<file path="src/rtl/xevious.sv">
// xevious: the core itself is supplied by the upstream Xevious project and driven through xevious_input_if

</file>
<file path="src/rtl/xevious_input_pkg.sv">
// xevious_input_pkg: scan codes, joystick/key indices, coin FSM states and DIP constants
package xevious_input_pkg;
  localparam logic [7:0] SC_UP    = 8'h75;
  localparam logic [7:0] SC_DOWN  = 8'h72;
  localparam logic [7:0] SC_LEFT  = 8'h6B;
  localparam logic [7:0] SC_RIGHT = 8'h74;
  localparam logic [7:0] SC_BOMB  = 8'h14;
  localparam logic [8:0] SC_FIRE     = 9'h029;
  localparam logic [8:0] SC_START1_A = 9'h005;
  localparam logic [8:0] SC_START1_B = 9'h016;
  localparam logic [8:0] SC_START2_A = 9'h006;
  localparam logic [8:0] SC_START2_B = 9'h01E;
  localparam logic [8:0] SC_COIN1    = 9'h02E;
  localparam logic [8:0] SC_COIN2    = 9'h036;
  localparam logic [8:0] SC_FIRE2    = 9'h01C;
  localparam logic [8:0] SC_BOMB2    = 9'h01B;
  typedef enum logic [3:0] {
    J_RIGHT, J_LEFT, J_DOWN, J_UP, J_FIRE, J_BOMB, J_START1, J_START2, J_COIN
  } joy_idx_e;
  typedef enum int {
    K_RIGHT, K_LEFT, K_DOWN, K_UP, K_FIRE, K_BOMB, K_START1, K_START2,
    K_COIN1, K_COIN2, K_BOMB2
  } key_idx_e;
  localparam int KEY_N = 11;
  typedef enum logic [1:0] {IDLE, PULSE, HOLD} coin_state_e;
  localparam logic [7:0] DIP_A_RST = 8'hFF;
  localparam logic [7:0] DIP_B_RST = 8'hFD;
  localparam logic [4:0] DIP_A_LOW = 5'b11111;
  localparam logic [1:0] DIP_B_PAD = 2'b00;
  // P2 fire has no core input, so its code is consumed without selecting a key
  function automatic logic [KEY_N-1:0] key_sel(input logic [8:0] code);
    key_sel = '0;
    key_sel[K_UP]     = code[7:0] == SC_UP;
    key_sel[K_DOWN]   = code[7:0] == SC_DOWN;
    key_sel[K_LEFT]   = code[7:0] == SC_LEFT;
    key_sel[K_RIGHT]  = code[7:0] == SC_RIGHT;
    key_sel[K_BOMB]   = code[7:0] == SC_BOMB;
    key_sel[K_FIRE]   = code == SC_FIRE;
    key_sel[K_START1] = code == SC_START1_A || code == SC_START1_B;
    key_sel[K_START2] = code == SC_START2_A || code == SC_START2_B;
    key_sel[K_COIN1]  = code == SC_COIN1;
    key_sel[K_COIN2]  = code == SC_COIN2;
    key_sel[K_BOMB2]  = code == SC_BOMB2;
  endfunction
endpackage

</file>
<file path="src/rtl/xevious_input_if.sv">
// xevious_input_if: registered control and DIP bundle from the input front end to the core
// master drives all signals (input front end), slave receives them (core)
interface xevious_input_if;
  logic up, down, left, right, fire, bomb, bomb_2, start1, start2, coin;
  logic [7:0] dip_a, dip_b;
  modport master(output up, down, left, right, fire, bomb, bomb_2, start1, start2, coin, dip_a, dip_b);
  modport slave(input up, down, left, right, fire, bomb, bomb_2, start1, start2, coin, dip_a, dip_b);
endinterface

</file>
<file path="src/rtl/xevious_coin_stretch.sv">
// xevious_coin_stretch: stretches coin_raw to at least COIN_MIN_CYCLES cycles high
// clk_sys/reset_n: clock and async active-low reset; coin_raw: merged coin request; coin: registered stretched coin
module xevious_coin_stretch import xevious_input_pkg::*; #(
  parameter int COIN_MIN_CYCLES = 1_843_200
) (
  input  logic clk_sys,
  input  logic reset_n,
  input  logic coin_raw,
  output logic coin
);
  localparam int CW = $clog2(COIN_MIN_CYCLES);
  coin_state_e state_q, state_d;
  logic [CW-1:0] cnt_q, cnt_d;
  logic coin_raw_q, coin_q, coin_d;
  always_comb begin
    state_d = state_q;
    cnt_d = cnt_q;
    case (state_q)
      IDLE: if (coin_raw && !coin_raw_q) begin
        state_d = PULSE;
        cnt_d = CW'(COIN_MIN_CYCLES - 1);
      end
      PULSE: if (cnt_q == '0) state_d = coin_raw ? HOLD : IDLE;
             else cnt_d = cnt_q - CW'(1);
      HOLD: if (!coin_raw) state_d = IDLE;
      default: state_d = IDLE;
    endcase
    coin_d = state_d != IDLE;
  end
  always_ff @(posedge clk_sys or negedge reset_n)
    if (!reset_n) begin
      state_q <= IDLE;
      cnt_q <= '0;
      coin_raw_q <= 1'b0;
      coin_q <= 1'b0;
    end else begin
      state_q <= state_d;
      cnt_q <= cnt_d;
      coin_raw_q <= coin_raw;
      coin_q <= coin_d;
    end
  assign coin = coin_q;
endmodule

</file>
<file path="src/rtl/xevious_input.sv">
// xevious_input: ps2_key/joystick merge, coin stretching and DIP encoding for the Xevious core
// ps2_key: MiSTer toggle-protocol key event; joy: HPS joystick word; clear: zero key states;
// lives/difficulty/flags_no_bonus: OSD options; core: registered controls and DIP bytes to the core
module xevious_input import xevious_input_pkg::*; #(
  parameter int COIN_MIN_CYCLES = 1_843_200
) (
  input  logic        clk_sys,
  input  logic        reset_n,
  input  logic [10:0] ps2_key,
  input  logic [15:0] joy,
  input  logic        clear,
  input  logic [1:0]  lives,
  input  logic [1:0]  difficulty,
  input  logic        flags_no_bonus,
  xevious_input_if.master core
);
  logic primed_q, primed_d, toggle_q, toggle_d, ev, coin_raw, coin, unused_joy;
  logic [KEY_N-1:0] keys_q, keys_d, sel;
  logic [8:0] btn_q, btn_d;
  logic [7:0] dip_a_q, dip_a_d, dip_b_q, dip_b_d;
  // btn_q[7:0] follows the joystick bit order; btn_q[8] is bomb_2
  always_comb begin
    sel = key_sel(ps2_key[8:0]);
    ev = primed_q && ps2_key[10] != toggle_q;
    primed_d = 1'b1;
    toggle_d = ps2_key[10];
    keys_d = clear ? '0 : ev ? (keys_q & ~sel) | (sel & {KEY_N{ps2_key[9]}}) : keys_q;
    coin_raw = keys_q[K_COIN1] | keys_q[K_COIN2] | joy[J_COIN];
    btn_d = {keys_q[K_BOMB2] | joy[J_BOMB], keys_q[K_START2:K_RIGHT] | joy[7:0]};
    dip_a_d = {1'b1, ~lives, DIP_A_LOW};
    dip_b_d = {1'b1, ~difficulty, ~btn_q[8], DIP_B_PAD, ~flags_no_bonus, ~btn_q[J_BOMB]};
    unused_joy = ^joy[15:9];
  end
  always_ff @(posedge clk_sys or negedge reset_n)
    if (!reset_n) begin
      primed_q <= 1'b0;
      toggle_q <= 1'b0;
      keys_q <= '0;
      btn_q <= '0;
      dip_a_q <= DIP_A_RST;
      dip_b_q <= DIP_B_RST;
    end else begin
      primed_q <= primed_d;
      toggle_q <= toggle_d;
      keys_q <= keys_d;
      btn_q <= btn_d;
      dip_a_q <= dip_a_d;
      dip_b_q <= dip_b_d;
    end
  xevious_coin_stretch #(.COIN_MIN_CYCLES(COIN_MIN_CYCLES)) u_coin (
    .clk_sys(clk_sys),
    .reset_n(reset_n),
    .coin_raw(coin_raw),
    .coin(coin)
  );
  assign core.right = btn_q[J_RIGHT];
  assign core.left = btn_q[J_LEFT];
  assign core.down = btn_q[J_DOWN];
  assign core.up = btn_q[J_UP];
  assign core.fire = btn_q[J_FIRE];
  assign core.bomb = btn_q[J_BOMB];
  assign core.start1 = btn_q[J_START1];
  assign core.start2 = btn_q[J_START2];
  assign core.bomb_2 = btn_q[8];
  assign core.coin = coin;
  assign core.dip_a = dip_a_q;
  assign core.dip_b = dip_b_q;
endmodule

</file>
<file path="src/flat_wrapper.sv">
// flat-port wrapper written by rule: the top's interface ports become plain ports
module xevious_input_flat import xevious_input_pkg::*;
#(
  parameter int COIN_MIN_CYCLES = 1_843_200
)
  (clk_sys, reset_n, ps2_key, joy, clear, lives, difficulty, flags_no_bonus, core_up, core_down, core_left, core_right, core_fire, core_bomb, core_bomb_2, core_start1, core_start2, core_coin, core_dip_a, core_dip_b);
  xevious_input_if core_i ();
  input  logic clk_sys;
  input  logic reset_n;
  input  logic [10:0] ps2_key;
  input  logic [15:0] joy;
  input  logic clear;
  input  logic [1:0] lives;
  input  logic [1:0] difficulty;
  input  logic flags_no_bonus;
  output wire logic [$bits(core_i.up)-1:0] core_up;
  output wire logic [$bits(core_i.down)-1:0] core_down;
  output wire logic [$bits(core_i.left)-1:0] core_left;
  output wire logic [$bits(core_i.right)-1:0] core_right;
  output wire logic [$bits(core_i.fire)-1:0] core_fire;
  output wire logic [$bits(core_i.bomb)-1:0] core_bomb;
  output wire logic [$bits(core_i.bomb_2)-1:0] core_bomb_2;
  output wire logic [$bits(core_i.start1)-1:0] core_start1;
  output wire logic [$bits(core_i.start2)-1:0] core_start2;
  output wire logic [$bits(core_i.coin)-1:0] core_coin;
  output wire logic [$bits(core_i.dip_a)-1:0] core_dip_a;
  output wire logic [$bits(core_i.dip_b)-1:0] core_dip_b;
  assign core_up = core_i.up;
  assign core_down = core_i.down;
  assign core_left = core_i.left;
  assign core_right = core_i.right;
  assign core_fire = core_i.fire;
  assign core_bomb = core_i.bomb;
  assign core_bomb_2 = core_i.bomb_2;
  assign core_start1 = core_i.start1;
  assign core_start2 = core_i.start2;
  assign core_coin = core_i.coin;
  assign core_dip_a = core_i.dip_a;
  assign core_dip_b = core_i.dip_b;
  xevious_input #(.COIN_MIN_CYCLES(COIN_MIN_CYCLES)) u_core (.clk_sys(clk_sys), .reset_n(reset_n), .ps2_key(ps2_key), .joy(joy), .clear(clear), .lives(lives), .difficulty(difficulty), .flags_no_bonus(flags_no_bonus), .core(core_i));
endmodule
</file>
<file path="config.mk">
export PLATFORM = sky130hd
export DESIGN_NAME = xevious_input_flat
export DESIGN_NICKNAME = d
export VERILOG_FILES = /design/src/rtl/xevious.sv /design/src/rtl/xevious_input_pkg.sv /design/src/rtl/xevious_input_if.sv /design/src/rtl/xevious_coin_stretch.sv /design/src/rtl/xevious_input.sv /design/src/flat_wrapper.sv
export SDC_FILE = /design/constraint.sdc
export NUM_CORES = 1
export LEC_CHECK = 0
export ABC_CLOCK_PERIOD_IN_PS = 3700
export BUFFER_PORTS_ARGS = -buffer_cell sky130_fd_sc_hd__clkbuf_2
export CAP_MARGIN = 20
export CORE_ASPECT_RATIO = 0.8
export CORE_UTILIZATION = 30
export CTS_CLUSTER_SIZE = 25
export DETAILED_ROUTE_END_ITERATION = 7
export PLACE_DENSITY_LB_ADDON = 0.1
export SLEW_MARGIN = 20
export SYNTH_ARGS = -nofsm -noshare
export SYNTH_HDL_FRONTEND = slang
export SYNTH_SLANG_ARGS = --single-unit
</file>
<file path="constraint.sdc">
create_clock -name clk_sys -period 3.7 [get_ports clk_sys]
set_input_delay 0 -clock clk_sys [delete_from_list [all_inputs] [get_ports clk_sys]]
set_output_delay 0 -clock clk_sys [all_outputs]
set_load 0.01 [all_outputs]
</file>
Word level (Yosys, flattened, before mapping)
Cells that the tools add are included.
{ "totals": {"register_bits": 56, "latchBits": 0, "ram_bits": 0, "romBits": 0, "inputBits": 35, "out_inout_bits": 26, "n_memories": 0} }
{ "classes": {"add_sub_neg": 1, "n_mul": 0, "div_mod_pow": 0, "n_lt_le_gt_ge": 0, "n_eq_ne": 18, "shifts": 0, "muxes": 10, "bitwise_logic": 13, "reduce_logical": 11} }
{ "op_table": {"columns": ["operator", "count"], "rows": [
  ["$mux 21", 2],
  ["$pmux 21 s2", 1],
  ["$eq 8x7->1 const B", 4],
  ["$eq 9x5->1 const B", 3],
  ["$eq 9x6->1 const B", 3],
  ["$and 11x11->11", 2],
  ["$mux 11", 2],
  ["$logic_not 21->1", 1],
  ["$sub 21x1->21 const B", 1],
  ["$eq 9x3->1 const B", 2],
  ["$not 11->11", 1],
  ["$or 11x11->11", 1],
  ["$eq 8x5->1 const B", 1],
  ["$mux 2", 4],
  ["$or 8x8->8", 1],
  ["$pmux 2 s3", 1],
  ["$reduce_bool 2->1", 3],
  ["$ne 2x2->1 const B", 2],
  ["$not 2->2", 2],
  ["$not 1->1", 3],
  ["$or 1x1->1", 3],
  ["$reduce_and 3->1", 1],
  ["$eq 2x1->1 const B", 1],
  ["$eq 2x2->1 const B", 1],
  ["5 further kinds", 7]
]} }

Longest topological paths before layout
{ "depth": {"depth_word": 7, "ltp_mapped": 7, "mapped_depth_nobuf": 6} }

By module
Synthesis repeated with hierarchy kept, for this count alone.
{ "unflattened": {"hier_cells": 251, "area_unflattened_um2": 2678.8} }
{ "modules_own_cells": {"columns": ["mod", "n_inst", "cells_per_inst", "area_each_um2", "seq_area_each_um2"], "rows": [
  ["xevious_input", 1, 120, 1360.1, 759.5],
  ["xevious_coin_stretch", 1, 131, 1318.8, 625.6]
]} }

Least setup slack after synthesis
OpenSTA, ideal clock, no wires.
{ "synth_timing": {"path_type": "register to register", "startpoint": "register u_core.u_coin.cnt_q[0]", "endpoint": "register u_core.u_coin.cnt_q[15]", "setup_ps": 78, "arrival_time_ps": 1779, "t_required_ps": 3622, "slack_ps": 1843, "stages_incl_launch_ff": 8, "path_cell_list": "dfrtp_1 -> inv_1 -> ha_1 -> nor4b_2 -> and4_1 -> buf_2 -> or4_1 -> a21oi_1"} }
{ "synth_between": {"elab_chain_cells": 3} }
{ "synth_rtl": {"columns": ["element", "line", "source"], "rows": [
  ["start: declaration", "xevious_coin_stretch.sv:13", "logic [CW-1:0] cnt_q, cnt_d;"],
  ["start signal: assignment", "xevious_coin_stretch.sv:38", "cnt_q <= cnt_d;"],
  ["$sub 21x1->21 / $logic_not 21->1 (equally long branches)", "xevious_coin_stretch.sv:24, xevious_coin_stretch.sv:23", null],
  ["$mux 21 / $ne 2x2->1 (equally long branches)", null, null],
  ["$pmux 21 s2 / $reduce_and 3->1 (equally long branches)", null, null]
]} }
Several ways; a longest one is shown, not always the timed one. The select of a mux whose other input is x is not followed.
A chain may end at the register's enable or synchronous reset.

Final worst setup path
{ "layout_timing": {"startpoint": "register u_core.u_coin.cnt_q[0]", "endpoint": "register u_core.u_coin.cnt_q[13]"} }
The elaborated chain is that of the path after synthesis.

==> results.txt <==
RSZ-0062 raised after global routing: no
Post-CTS Setup Bufs: 0
Total die area: 9460 µm²
CTS root buf: clkbuf_16
Fin. Hold Viols: 0
CORE AREA: 8630 µm²
Max Fclk: 470 MHz
Share of layout cells above drive strength 1: 0.251
Height of the die: 87.2 µm
H-tree levels: 2
Core Rows: 30
Largest net degree at the start of global routing: 43
Leakage: 0.00143 µW
#FFs+latches synth: 55
Largest cells by area after synthesis: dfrtp_1 (44%), dfstp_2 (6.8%), mux2i_1 (6.3%)
Fillers: 877
Cell taking the most area after synthesis: dfrtp_1
Seq/Total Area, Yosys: 0.509
# setup viols final: 0
Clock tree buffer depth: 2
Final instance area: 3380 µm²
WL/cell: 13.5 µm
Num CTS Buffers: 5
Post-Syn Instances: 262
Total track usage: 0.136
Initial Util: 0.315
Yosys warns: 0
Worst Setup Start Kind: register
Final Max Slew Viols: 0
Min-delay worst type: primary input to register
Port bufs: 46
Outcome: completed
Total gr overflow: 0
IR drop worst, VDD: 0.283 mV
Post-synth top area share: 0.441
Final min period: 2.13 ns
Critical path class: register to register
Post-route ant nets: 0
Setup crit end kind: register
Area after DPL: 3050 µm²
Slew at the pin closest to its max-slew limit: 0.568 ns
Mapped cell area: 2720 µm²
Hold path start: ps2_key[9]
Crit path DAT: 2.31 ns
Vias in the first global route: 2012
TNS Setup: 0 ns
Count of different cell masters after synthesis: 48
Num Clock Sinks: 55
Drc violations: 0
Crit path launch: u_core.u_coin.cnt_q[0]
Critical Path RT: 3.88 ns
Vias per cell: 4.87
First DRT Iteration DRCs: 101
Initial antenna violation count: 0
Clk_lat worst skew: 0.29 ns
Final period util: 0.575
FFs w/ async S/R, synth: 1.00
# Max-Cap Violations: 0
IO Pins: 61
First-pass GRT wire length: 9900 µm
Area growth syn-to-layout: 24.3%
Max FO, Critical Path: 11
DRT Pass-1 Iters: 4
DRT Wirelength: 5930 µm
Via count: 2138
Avg Cell Area, Syn: 10.4 µm²
Post-synth EDFFs: 0
CTS clock-pin slew for the worst setup and hold paths: 0.07 ns
Flop-to-flop setup slack: 1.57 ns
Reg-to-reg startpoint: u_core.u_coin.cnt_q[0]
Routability congestion estimate: 0.844
CTS tree: built
N_diodes: 0
Chip width: 108 µm
PwrDens: 446 nW/µm²
Dpl hpwl: 4160 µm
Clock Skew: 0.00496 ns
Final hold slack: 0.0452 ns
CTS resizes: 0
Slew margin rel.: 0.619
Fin nets: 362
Top FF cell, synth: dfrtp_1
[worst paths after layout]
path,endpoint,cells after the start
max,u_core.u_coin.cnt_q[13],6
min,u_core.keys_q[9],3
max reg2reg,u_core.u_coin.cnt_q[13],6
min reg2reg,u_core.core.dip_b[4],1
max in group asynchronous,u_core.core.dip_a[5],3
min in group asynchronous,u_core.btn_q[0],2
[kinds of logic (layout without fill, tap and decap cells)]
group           count (synthesis)  after routing  share of synthesized area
simple gates                  122            122                      0.286
buf+inv                        27             85                     0.0487
compound gates                 36             36                     0.0795
other cells                     2              9                    0.00276
mux                            17             17                     0.0625
fa+ha+maj                       1              1                    0.00460
xor+xnor                        2              2                    0.00644
flops                          55             55                      0.509
[flip-flops by register name (all words and copies together), names as in the netlist]
name,cells
u_core.core.dip_b,6
u_core.u_coin.state_q,2
u_core.u_coin.coin_raw_q,1
u_core.toggle_q,1
u_core.keys_q,11
u_core.btn_q,9
u_core.primed_q,1
u_core.u_coin.cnt_q,21
u_core.core.dip_a,2
u_core.u_coin.coin,1
[power by group]
| part | switching (µW) | internal (µW) |
|---|---|---|
| Combinational | 122 | 114 |
| Clock | 210 | 337 |
| Sequential | 67.1 | 661 |
| Total | 399 | 1110 |
[cell usage in the layout, fill, tap and decap left out, drive strengths merged, types with 6 or more instances in the layout]
cell type	netlist	routed
inv	13	13
nor3	13	13
nand2	7	7
a21oi	13	13
nand4	10	10
conb	2	9
dfrtp	48	48
nor2	17	17
or2	10	10
o31ai	6	6
or4	8	8
dlygate4sd3	0	16
o21ai	11	11
dfstp	7	7
nand2b	6	6
nand3	13	13
nor4	6	6
nor2b	10	10
clkbuf	5	52
mux2i	17	17
[layout make-up]
type                       count  area [µm²]  share of cell area
clock buffer                   6         139              0.0411
inverter                      13        48.8              0.0144
multi-input combinational    187        1230               0.364
timing repair buffer          64         405               0.120
tap                          112         140              0.0414
clock inverter                 2        35.0              0.0104
sequential                    55        1390               0.409
[Yosys cell counts (2+ instances only)]
master / number
o21ai_0: 10
dfrtp_1: 48
buf_4: 8
and2_1: 2
nor4_1: 4
nor4b_1: 3
conb_1: 2
nand4_1: 10
dfstp_2: 7
nor3_1: 11
inv_1: 13
a21oi_1: 13
nor2b_1: 10
and4_1: 2
mux2i_1: 17
clkbuf_1: 5
nand2b_1: 6
and3_1: 3
o31ai_1: 6
or2_2: 10
nor2_1: 17
nand2_1: 7
or4_1: 7
nand4b_1: 4
nand3_1: 12
or3_1: 3
[metal layers]
layer	GRT usage	up-vias	wire, µm
met4	0.0369	0	42
li1	-	1067	-
met2	0.200	44	2480
met1	0.198	1025	3210
met3	0.0352	2	193
met5	0	-	0
[stage by stage]
stage               power, µW  setup WS, ns  instances  utilization
finish                   1510          1.57        439        0.392
global route             1600          1.39        439        0.392
CTS                      1540          1.55        439        0.392
detailed placement        964          1.57        415        0.353
global placement          960          1.59        415        0.353
floorplan                 888          1.84        269            -
[worst max-delay path: stages, from the launching register on]
cell	delay, ns
dfrtp_1	0.43
inv_1	0.08
ha_1	0.21
nor4b_2	0.44
and4_1	0.52
a211oi_1	0.13
a31o_2	0.22
[repair_timing]
| item | in CTS | in global routing |
|---|---|---|
| endpoints found under the setup margin | 0 | 0 |
| endpoints found under the hold margin | 29 | 0 |
| hold buffers | 16 | 0 |
No activity file was read; power rests on OpenSTA's default activity.
